===== src/rtl/tlp_pkg.sv =====
// Shared TLP encodings and the data-credit helper for the TX arbiter.
package tlp_pkg;

  localparam int NUM_CLS = 3;

  typedef enum logic [1:0] {
    CLS_P   = 2'd0,
    CLS_NP  = 2'd1,
    CLS_CPL = 2'd2
  } tlp_cls_e;

  localparam logic [2:0] FMT_3DW_NODATA = 3'b000;
  localparam logic [2:0] FMT_3DW_DATA   = 3'b010;
  localparam logic [2:0] FMT_4DW_NODATA = 3'b001;
  localparam logic [2:0] FMT_4DW_DATA   = 3'b011;
  localparam logic [2:0] FMT_PREFIX     = 3'b100;

  localparam logic [4:0] TYPE_MRD      = 5'b00000;
  localparam logic [4:0] TYPE_MRDLK    = 5'b00001;
  localparam logic [4:0] TYPE_IORDWR   = 5'b00010;
  localparam logic [4:0] TYPE_CFG0     = 5'b00100;
  localparam logic [4:0] TYPE_CPL      = 5'b01010;
  localparam logic [4:0] TYPE_CPLLK    = 5'b01011;
  localparam logic [4:0] TYPE_FETCHADD = 5'b01100;
  localparam logic [4:0] TYPE_SWAP     = 5'b01101;
  localparam logic [4:0] TYPE_CAS      = 5'b01110;

  typedef struct packed {
    logic [2:0] fmt;
    logic [4:0] typ;
    logic [9:0] len;
    logic [1:0] cls;
  } tlp_hdr_t;

  // Data credits for one TLP: ceil(len/4) DW quads; Length 0 encodes 1024 DW.
  function automatic logic [8:0] data_credits(input logic [2:0] fmt, input logic [9:0] len);
    logic [10:0] l;
    l = {1'b0, len} + 11'd3;
    if (!fmt[1])       return 9'd0;
    else if (len == '0) return 9'd256;
    else               return l[10:2];
  endfunction

endpackage


===== src/rtl/tlp_credit_counter.sv =====
// One flow-control credit counter: init load (0 = infinite), net update/deduct,
// saturation with sticky overflow.
module tlp_credit_counter #(
  parameter int W = 8
) (
  input  logic         clk,
  input  logic         rst_n,
  input  logic         load_i,
  input  logic [W-1:0] load_val_i,
  input  logic         upd_i,
  input  logic [W-1:0] upd_val_i,
  input  logic         deduct_i,
  input  logic [W-1:0] need_i,
  output logic         ok_o,
  output logic         ovf_o
);

  logic [W-1:0] cnt_q, cnt_d;
  logic         inf_q, inf_d;
  logic         ovf_q, ovf_d;
  logic [W+1:0] net;

  always_comb begin
    cnt_d = cnt_q;
    inf_d = inf_q;
    ovf_d = ovf_q;
    // Deduct is only asserted when ok_o, so net never goes negative.
    net = {2'b00, cnt_q}
        + (upd_i    ? {2'b00, upd_val_i} : '0)
        - (deduct_i ? {2'b00, need_i}    : '0);
    if (load_i) begin
      cnt_d = load_val_i;
      inf_d = (load_val_i == '0);
    end else if (!inf_q) begin
      if (net > {2'b00, {W{1'b1}}}) begin
        cnt_d = '1;
        ovf_d = 1'b1;
      end else begin
        cnt_d = net[W-1:0];
      end
    end
  end

  always_ff @(posedge clk) begin
    if (!rst_n) begin
      cnt_q <= '0;
      inf_q <= 1'b0;
      ovf_q <= 1'b0;
    end else begin
      cnt_q <= cnt_d;
      inf_q <= inf_d;
      ovf_q <= ovf_d;
    end
  end

  assign ok_o  = inf_q | (cnt_q >= need_i);
  assign ovf_o = ovf_q;

endmodule


===== src/rtl/tlp_tx_arbiter.sv =====
// Credit-gated round-robin scheduler of P / NP / CPL TLP headers onto the TX
// header path; one registered header per grant, valid/ready toward the framer.
module tlp_tx_arbiter
  import tlp_pkg::*;
#(
  parameter int HDR_CW  = 8,
  parameter int DATA_CW = 12
) (
  input  logic                   clk,
  input  logic                   rst_n,
  input  logic [2:0]             req_valid,
  input  logic [8:0]             req_fmt,
  input  logic [14:0]            req_type,
  input  logic [29:0]            req_len,
  output logic [2:0]             req_ready,
  output logic                   out_valid,
  input  logic                   out_ready,
  output logic [2:0]             out_fmt,
  output logic [4:0]             out_type,
  output logic [9:0]             out_len,
  output logic [1:0]             out_class,
  input  logic                   fc_init_valid,
  input  logic [3*HDR_CW-1:0]    fc_init_hdr,
  input  logic [3*DATA_CW-1:0]   fc_init_data,
  input  logic                   fc_upd_valid,
  input  logic [1:0]             fc_upd_class,
  input  logic [HDR_CW-1:0]      fc_upd_hdr,
  input  logic [DATA_CW-1:0]     fc_upd_data,
  output logic                   fc_ready,
  output logic                   fc_overflow
);

  typedef enum logic {ST_IDLE, ST_SEND} st_e;

  st_e                           st_q, st_d;
  logic [1:0]                    rr_q, rr_d;
  tlp_hdr_t                      hdr_q, hdr_d;
  logic                          fc_ready_q;
  logic                          init_ld;
  logic [2:0]                    hdr_ok, data_ok, hdr_ovf, data_ovf;
  logic [2:0]                    upd_hit, elig, grant;
  logic [2:0][DATA_CW-1:0]       data_need;
  logic [1:0]                    win;
  logic                          any_elig;

  // Init is accepted exactly once, until the next reset.
  assign init_ld = fc_init_valid & ~fc_ready_q;

  for (genvar c = 0; c < NUM_CLS; c++) begin : g_cls
    assign data_need[c] = DATA_CW'(data_credits(req_fmt[3*c +: 3], req_len[10*c +: 10]));
    assign upd_hit[c]   = fc_upd_valid & (fc_upd_class == 2'(c));
    assign elig[c]      = rst_n & fc_ready_q & req_valid[c] & hdr_ok[c] & data_ok[c];

    tlp_credit_counter #(.W(HDR_CW)) u_hdr (
      .clk        (clk),
      .rst_n      (rst_n),
      .load_i     (init_ld),
      .load_val_i (fc_init_hdr[HDR_CW*c +: HDR_CW]),
      .upd_i      (upd_hit[c]),
      .upd_val_i  (fc_upd_hdr),
      .deduct_i   (grant[c]),
      .need_i     (HDR_CW'(1)),
      .ok_o       (hdr_ok[c]),
      .ovf_o      (hdr_ovf[c])
    );

    tlp_credit_counter #(.W(DATA_CW)) u_data (
      .clk        (clk),
      .rst_n      (rst_n),
      .load_i     (init_ld),
      .load_val_i (fc_init_data[DATA_CW*c +: DATA_CW]),
      .upd_i      (upd_hit[c]),
      .upd_val_i  (fc_upd_data),
      .deduct_i   (grant[c]),
      .need_i     (data_need[c]),
      .ok_o       (data_ok[c]),
      .ovf_o      (data_ovf[c])
    );
  end

  // First eligible class at or after the RR pointer, wrapping P -> NP -> CPL.
  always_comb begin
    int idx;
    idx      = 0;
    any_elig = 1'b0;
    win      = rr_q;
    for (int k = 0; k < NUM_CLS; k++) begin
      idx = int'(rr_q) + k;
      if (idx >= NUM_CLS) idx = idx - NUM_CLS;
      if (!any_elig && elig[idx]) begin
        any_elig = 1'b1;
        win      = 2'(idx);
      end
    end
  end

  always_comb begin
    st_d  = st_q;
    rr_d  = rr_q;
    hdr_d = hdr_q;
    grant = '0;
    case (st_q)
      ST_IDLE: begin
        if (any_elig) begin
          grant[win] = 1'b1;
          hdr_d.fmt  = req_fmt[3*win +: 3];
          hdr_d.typ  = req_type[5*win +: 5];
          hdr_d.len  = req_len[10*win +: 10];
          hdr_d.cls  = win;
          rr_d       = (win == 2'd2) ? 2'd0 : win + 2'd1;
          st_d       = ST_SEND;
        end
      end
      ST_SEND: begin
        if (out_ready) st_d = ST_IDLE;
      end
      default: st_d = ST_IDLE;
    endcase
  end

  always_ff @(posedge clk) begin
    if (!rst_n) begin
      st_q       <= ST_IDLE;
      rr_q       <= 2'd0;
      hdr_q      <= '0;
      fc_ready_q <= 1'b0;
    end else begin
      st_q       <= st_d;
      rr_q       <= rr_d;
      hdr_q      <= hdr_d;
      fc_ready_q <= fc_ready_q | fc_init_valid;
    end
  end

  assign req_ready   = grant;
  assign out_valid   = (st_q == ST_SEND);
  assign out_fmt     = hdr_q.fmt;
  assign out_type    = hdr_q.typ;
  assign out_len     = hdr_q.len;
  assign out_class   = hdr_q.cls;
  assign fc_ready    = fc_ready_q;
  assign fc_overflow = |{hdr_ovf, data_ovf};

endmodule


===== config.mk =====
export PLATFORM = sky130hd
export DESIGN_NAME = tlp_tx_arbiter
export DESIGN_NICKNAME = d
export VERILOG_FILES = /design/src/rtl/tlp_pkg.sv /design/src/rtl/tlp_credit_counter.sv /design/src/rtl/tlp_tx_arbiter.sv
export SDC_FILE = /design/constraint.sdc
export NUM_CORES = 1
export LEC_CHECK = 0
export CAP_MARGIN = 20
export CORE_AREA = 2 2 196 102
export CTS_BUF_LIST = sky130_fd_sc_hd__clkbuf_2
export CTS_CLUSTER_SIZE = 25
export DETAILED_ROUTE_END_ITERATION = 10
export DIE_AREA = 0 0 198 104
export GPL_TIMING_DRIVEN = 1
export HOLD_SLACK_MARGIN = 0.05
export PLACE_DENSITY = 0.88
export SLEW_MARGIN = 25
export SYNTH_ARGS = -nofsm -noshare
export SYNTH_HDL_FRONTEND = slang
export SYNTH_SLANG_ARGS = --single-unit

===== constraint.sdc =====
create_clock -name clk -period 9.9 [get_ports clk]
set_clock_uncertainty 0.15 [all_clocks]
set_input_delay 1.98 -clock clk [delete_from_list [all_inputs] [get_ports clk]]
set_output_delay 1.98 -clock clk [all_outputs]
set_load 0.03 [all_outputs]

==> results.md, run 1 <==
- Count of final hold-check violations: 0
- Fin. max-slew vios: 0
- Largest net degree at the start of global routing: 99
- Total wire length: 31800 µm
- Cell Area, Placed: 0.0122 mm²
- Die area: 0.0206 mm²
- Syn nets: 1690
- Worst path cell trace: clkdlybuf4s50_1, nor2_1, nor2b_1, nand3_1, nor2_1, nand3_1, nor2_1, xor2_1, nand3_1, ha_1, nand2_1, nor2_1, a2111oi_4, a211oi_4, nand2b_2, o21ai_2, a2111oi_4, buf_4, nand2_2, inv_1, clkdlybuf4s50_1
- Worst Path Buf+Inv: 4
- Unrepaired setup endpoints after global routing: no
- Initial antenna violation count: 3
- NumNets Final: 1820
- CTS buffer count: 9
- CP max stage delay: roughly 730 ps
- Non-Filler Instances: 1793
- Via/cell ratio: between 5 and 6
- Required time worst endpoint: 7770 ps
- Synth unique cells: 64
- Post-Synthesis Cell Area: 0.0103 mm²
- Clock Sinks: 96
- Register area share after synthesis: 0.186
- Psw: approximately 1.7 mW
- Bufs on Longest Clock Path: 2
- Share of cells above drive strength 1: 0.0419
- Hold_ws: about 340 ps
- Combinational power share: 0.730
- Post-synth EDFFs: 0
- Global-route usage over all layers: 0.311
- Finished Cell Area: 0.0123 mm²
- Initial DRC Count: 1315
- Avg Cell Area, Syn: 7.43 µm²
- Peak VDD IR: 0.132 mV
- DRT antenna net count: 0
- CP max FO: 14
- GR Overflow Total: 0
- Status: finished, final reports clean
- Slowest-stage cell, CP: clkdlybuf4s50_1
- Total power: around 3.4 mW
- DRT Pass-1 Iters: 6
- CTS root buffer: clkbuf_2
- Hold Crit Start: g_cls[0].u_data.ovf_o
- Chip Width: 198 µm
- Util after Layout: 0.650
- Final setup fails: 0
- PwrDens: 276 mW/mm²
- Max Clk Rate: 0.106 GHz
- Clk pwr share: 0.072
- # IOs: 170
- Class of the worst hold path: flop to flop
- Initial Util: 0.545
- Dpl cells: ~1.8k
- WHS Endpoint: g_cls[0].u_data.ovf_o
- Post-synth top area share: 0.186
- Setup ws final: 451 ps
- Resized cells post-CTS: 0
- PortBufs: 169
- Number of global-route vias before repair: 9992
- Die Span Y: 104 µm
- Slew @ Worst Pin: 912 ps
- First-pass GRT wire length: 50900 µm
- Leading area contributor after synthesis: dfxtp_1
- Skew-Pair Late Insertion Delay: approximately 680 ps
- Worst path top cell family by delay: simple AND/OR/NAND/NOR gates
- Switching share of power: 0.505
- Clock transition at path regs: 320 ps
- Post-route DRC violation count: 0
- Sum Neg Setup Slack: 0 ps
- Int Power: 1.68 mW
- Crit Path Category: primary input to primary output
- Routed vias: 10.5k
- Place WS: ~290 ps
- Critical R2R Capture: g_cls[0].u_data.cnt_q[9]
- Final period util: 0.954
- Synthesis Warnings: 0
- Cts hold-fix bufs: 0
- Cell mode on critical path: nor2_1
- Cells after Synth: 1391
- Detail Placement HPWL: 25800 µm
- CTS tree: yes
- Post-synth top flop: dfxtp_1
- Lkg Pwr: 5.44 nW
- WP data arrival: 7320 ps
- CP endpoint kind: primary output
- MaxCap Viol Count: 0
- Startpoint Class: primary input
- Final Wtd Congestion: 0.979
- Rel. slew slack: 0.392
- Async SR Flop Fraction: 0
- Register-to-Register Setup Slack: 3540 ps
- FF+latch count, synth: 96
- Hold Crit Depth: 2
- Part of the power in registers: 0.198
- WL/cell: around 18 µm
- Reg-to-reg critical path startpoint: g_cls[2].u_data.cnt_q[1]
- FP Rows: 36
- Area grow syn2layout: 19.2%
- Post-CTS Repair Setup Buffers: 0
- Core Region: 0.0190 mm²
- Top cells by area, synth: dfxtp_1 (19%), ha_1 (15%), inv_1 (8.2%), fa_1 (5.8%), nand2_1 (5.4%)
- Worst reg-to-reg path cell count: 24
- Htree depth: 3
- Final Critical Period: 9450 ps
-- Yosys cell counts, types with 5 or more instances --
cell,number
xnor2_1,26
a31oi_1,9
xor2_1,27
nor4_1,29
o21ai_0,78
nand2_1,148
nand4_1,12
o211ai_1,33
o311ai_0,10
o21a_1,7
ha_1,125
a21oi_1,75
fa_1,30
and2_1,15
a32oi_1,10
a21boi_0,54
o221ai_2,8
buf_2,9
inv_1,225
nand3_1,58
nor3_1,20
o21ai_1,16
a21o_1,8
nor2_1,79
clkbuf_1,43
or2_2,8
dfxtp_1,96
nor2b_1,20
nor3b_1,5
nand2b_1,12
mux2i_1,25
o21bai_1,6
-- worst max-delay path by stage --
stage	start	end	slack (ps)	cells past startpoint
2_1_floorplan	req_len[20]	g_cls[0].u_data.cnt_q[0]	1630	35
3_3_place_gp	req_len[20]	g_cls[0].u_data.cnt_q[11]	650	31
3_5_place_dp	req_len[21]	g_cls[0].u_data.cnt_q[7]	290	33
4_1_cts	req_len[21]	req_ready[2]	580	21
5_1_grt	req_len[21]	req_ready[2]	230	21
6_report	req_len[20]	req_ready[2]	450	21
-- layout by cell type (no fill, tap or decap), types with 33 or more instances in the layout --
cell and count:
inv_1 225, ha_1 125, o21ai_0 78, nand3_1 58, nor2_1 79, a21oi_1 75
nand2_1 148, clkdlybuf4s50_1 167, a21boi_0 54, o211ai_1 33, dfxtp_1 96
-- registers in the layout, indices dropped and copies added, names as in the netlist --
name and flops:
g_cls.u_data.ovf_o 3, g_cls.u_hdr.ovf_o 3, g_cls.u_data.inf_q 3, g_cls.u_hdr.cnt_q 24
g_cls.u_data.cnt_q 36, out_type 5, out_fmt 3, fc_ready 1
out_class 2, g_cls.u_hdr.inf_q 3, out_valid 1, out_len 10
rr_q 2
-- worst min-delay path, cell delays in order, from the launching register on --
cell and delay [ps]:
dfxtp_1 370, inv_1 60, a21boi_0 70
-- power by group through the flow --
stage | Sequential [mW] | Combinational (mW) | Clock, mW
2_1_floorplan | 0.705 | 1.74 | 0
3_3_place_gp | 0.671 | 2.30 | 0
3_5_place_dp | 0.674 | 2.40 | 0
4_1_cts | 0.665 | 2.43 | 0.245
5_1_grt | 0.687 | 2.76 | 0.262
6_report | 0.673 | 2.48 | 0.244
-- per-layer routing --
metal | part of all wire | global-route usage | up-vias
met5 | 0 | 0 | -
met4 | 0.017 | 0.0736 | 0
met3 | 0.12 | 0.0762 | 60
met2 | 0.41 | 0.441 | 562
met1 | 0.46 | 0.465 | 4853
li1 | - | - | 5014
-- layout make-up --
type                            instances  area (µm²)
Clock inverter                          7         104
Inverter                              226         848
Multi-Input combinational cell       1006        7280
Antenna cell                            1        2.50
Fill cell                            1588        6640
Tap cell                              266         333
Timing Repair Buffer                  182        1780
Sequential cell                        96        1920
Clock buffer                            9        45.0
-- cells by family (layout without fill, tap and decap cells) --
logic type | after synthesis | count (layout) | share of synthesized area
flip-flops | 96 | 96 | 0.186
buffers and inverters | 289 | 424 | 0.111
XOR/XNOR | 53 | 53 | 0.0449
AND/OR/NAND/NOR | 428 | 428 | 0.197
adder cells (fa/ha/maj) | 155 | 155 | 0.209
AO/OA/AOI/OAI | 343 | 343 | 0.225
multiplexers | 27 | 27 | 0.0264
other | 0 | 1 | 0
Note: power is estimated with default switching activity, not from simulation.
==> run 2, diff against run 1 <==
--- a/config.mk
+++ b/config.mk
@@ -8,12 +8,12 @@
 export CAP_MARGIN = 20
 export CORE_AREA = 2 2 196 102
 export CTS_BUF_LIST = sky130_fd_sc_hd__clkbuf_2
-export CTS_CLUSTER_SIZE = 25
 export DETAILED_ROUTE_END_ITERATION = 10
 export DIE_AREA = 0 0 198 104
 export GPL_TIMING_DRIVEN = 1
 export HOLD_SLACK_MARGIN = 0.05
 export PLACE_DENSITY = 0.88
+export RECOVER_POWER = 50
 export SLEW_MARGIN = 25
 export SYNTH_ARGS = -nofsm -noshare
 export SYNTH_HDL_FRONTEND = slang
==> constraint.sdc (replaced) <==
create_clock -name clk -period 12.08 [get_ports clk]
set_clock_uncertainty 0.15 [all_clocks]
set_input_delay 2.416 -clock clk [delete_from_list [all_inputs] [get_ports clk]]
set_output_delay 2.416 -clock clk [all_outputs]
set_load 0.03 [all_outputs]
==> results.md, run 2 (synthesis gave the netlist of run 1 again) <==
- GR Overflow Total: 0
- # IOs: 170
- Number of global-route vias before repair: 9754
- Footprint of the multi-input gates: 0.00726 mm²
- Die Span Y: 104 µm
- Clock transition at path regs: roughly 250 ps
- Final period util: 0.922
- Commonest non-fill, non-tap cells in the layout: inv_1 (225), nand2_1 (148), clkdlybuf4s50_1 (144), ha_1 (125), dfxtp_1 (96)
- WP data arrival: about 8600 ps
- Critical R2R Capture: g_cls[2].u_data.cnt_q[6]
- CTS root buffer: clkbuf_2
- Crit Path Category: primary input to primary output
- Final setup fails: 0
- Setup ws final: about 950 ps
- Initial Util: 0.545
- DRT Pass-1 Iters: 6
- Area grow syn2layout: 18.3%
- PortBufs: 169
- Violated checks: capacitance limit, slew limit
- WL/cell: between 15 and 20 µm
- Required time worst endpoint: 9510 ps
- Final Wtd Congestion: ~0.94
- Hold Crit Start: out_fmt[2]
- PwrDens: 223 mW/mm²
- Worst reg-to-reg path cell count: 23
- DRT antenna net count: 0
- Place WS: 1460 ps
- Reg-to-reg critical path startpoint: g_cls[2].u_data.inf_q
- Sum Neg Setup Slack: 0 ps
- FP Rows: 36
- Rel. slew slack: -1.55
- Count of final hold-check violations: 0
- Unrepaired setup endpoints after global routing: no
- Startpoint Class: primary input
- CP endpoint kind: primary output
- Skew-Pair Late Insertion Delay: slightly below 700 ps
- First-pass GRT wire length: between 50000 and 60000 µm
- Post-route DRC violation count: 0
- Final Critical Period: 11130 ps
- Htree depth: 3
- Lkg Pwr: 5.45 nW
- Bufs on Longest Clock Path: 2
- Detail Placement HPWL: 25200 µm
- Global-route usage over all layers: 0.306
- Max Clk Rate: between 0.08 and 0.09 GHz
- CP max FO: 17
- Fin. max-slew vios: 152
- Status: finished with violations
- WHS Endpoint: out_fmt[2]
- Total wire length: roughly 31000 µm
- Class of the worst hold path: flop to flop
- Cts hold-fix bufs: 0
- Most common cell after layout, fill and taps aside: inv_1
- Peak VDD IR: 0.103 mV
- Chip Width: around 200 µm
- Clock Sinks: 96
- Register-to-Register Setup Slack: 4710 ps
- Core Region: 0.0190 mm²
- Reg with most FFs: g_cls.u_data.cnt_q
- Routed vias: 10.3k
- Via/cell ratio: 5.78
- Largest net degree at the start of global routing: 99
- CTS buffer count: 9
- NumNets Final: 1815
- Die area: around 0.021 mm²
- Number of flip-flops in the largest register: 36
- Register area: between 0.0015 and 0.002 mm²
- Slew @ Worst Pin: between 3000 and 4000 ps
- Post-CTS Repair Setup Buffers: 0
- Fill cell count: around 1.6k
- Hold Crit Depth: 2
- CTS tree: yes
- Initial antenna violation count: 1
- Resized cells post-CTS: 0
- MaxCap Viol Count: 2
- Share of cells above drive strength 1: 0.0335
- Initial DRC Count: about 1.0k
[run 2: area by class of cell]
cell class,instances,area share
clock buffer,9,0.00368
inverter,226,0.0693
timing repair buffer,177,0.141
tap,266,0.0272
clock inverter,7,0.00767
antenna,1,0.000204
multi-input combinational,1006,0.593
sequential,96,0.157
[run 2: power by group]
part,switching (mW),leakage [nW],total [mW],internal (mW)
logic,1.15,4.58,1.99,0.842
registers,0.0993,0.800,0.545,0.446
clock network,0.128,0.0783,0.196,0.0682
total,1.37,5.45,2.73,1.36
[run 2: per-layer routing]
metal | global-route usage | routed length (µm)
met4 | 0.0639 | 480
met2 | 0.440 | 12800
met3 | 0.0957 | 3560
met5 | 0 | 0
met1 | 0.443 | 14400
[run 2: worst max-delay path by stage]
| stage | start | to | cells after the start |
|---|---|---|---|
| 2_1_floorplan | req_len[20] | g_cls[0].u_data.cnt_q[0] | 35 |
| 5_1_grt | req_len[20] | req_ready[2] | 21 |
| 4_1_cts | req_len[20] | req_ready[2] | 21 |
| 3_5_place_dp | req_len[20] | g_cls[0].u_data.ovf_o | 31 |
| 3_3_place_gp | req_len[10] | req_ready[2] | 21 |
| 6_report | req_len[20] | req_ready[2] | 21 |
[run 2: critical path: stages]
cell,delay [ps]
clkdlybuf4s50_1,520
nor2_1,80
nor2b_1,260
nand3_1,170
nor2_1,220
nand3_1,160
nor2_1,180
xor2_1,210
nand3_1,140
ha_1,370
nand2_1,90
nor2_1,190
a2111oi_4,50
a211oi_1,800
inv_1,190
o21ai_1,200
a21boi_0,220
nor3_2,720
nand2_2,490
inv_1,200
clkdlybuf4s50_1,690
[run 2: stage by stage]
step           cells   util  instance area [µm²]  power (mW)  hold slack (ps)
6_report        1788  0.645                12200        2.73              356
5_1_grt         1788  0.645                12200        3.00              370
4_1_cts         1787  0.647                12300        2.71              354
3_5_place_dp    1771  0.640                12100        2.50              301
3_3_place_gp    1771  0.640                12100        2.42              299
2_1_floorplan   1391      -                10300        2.00              285
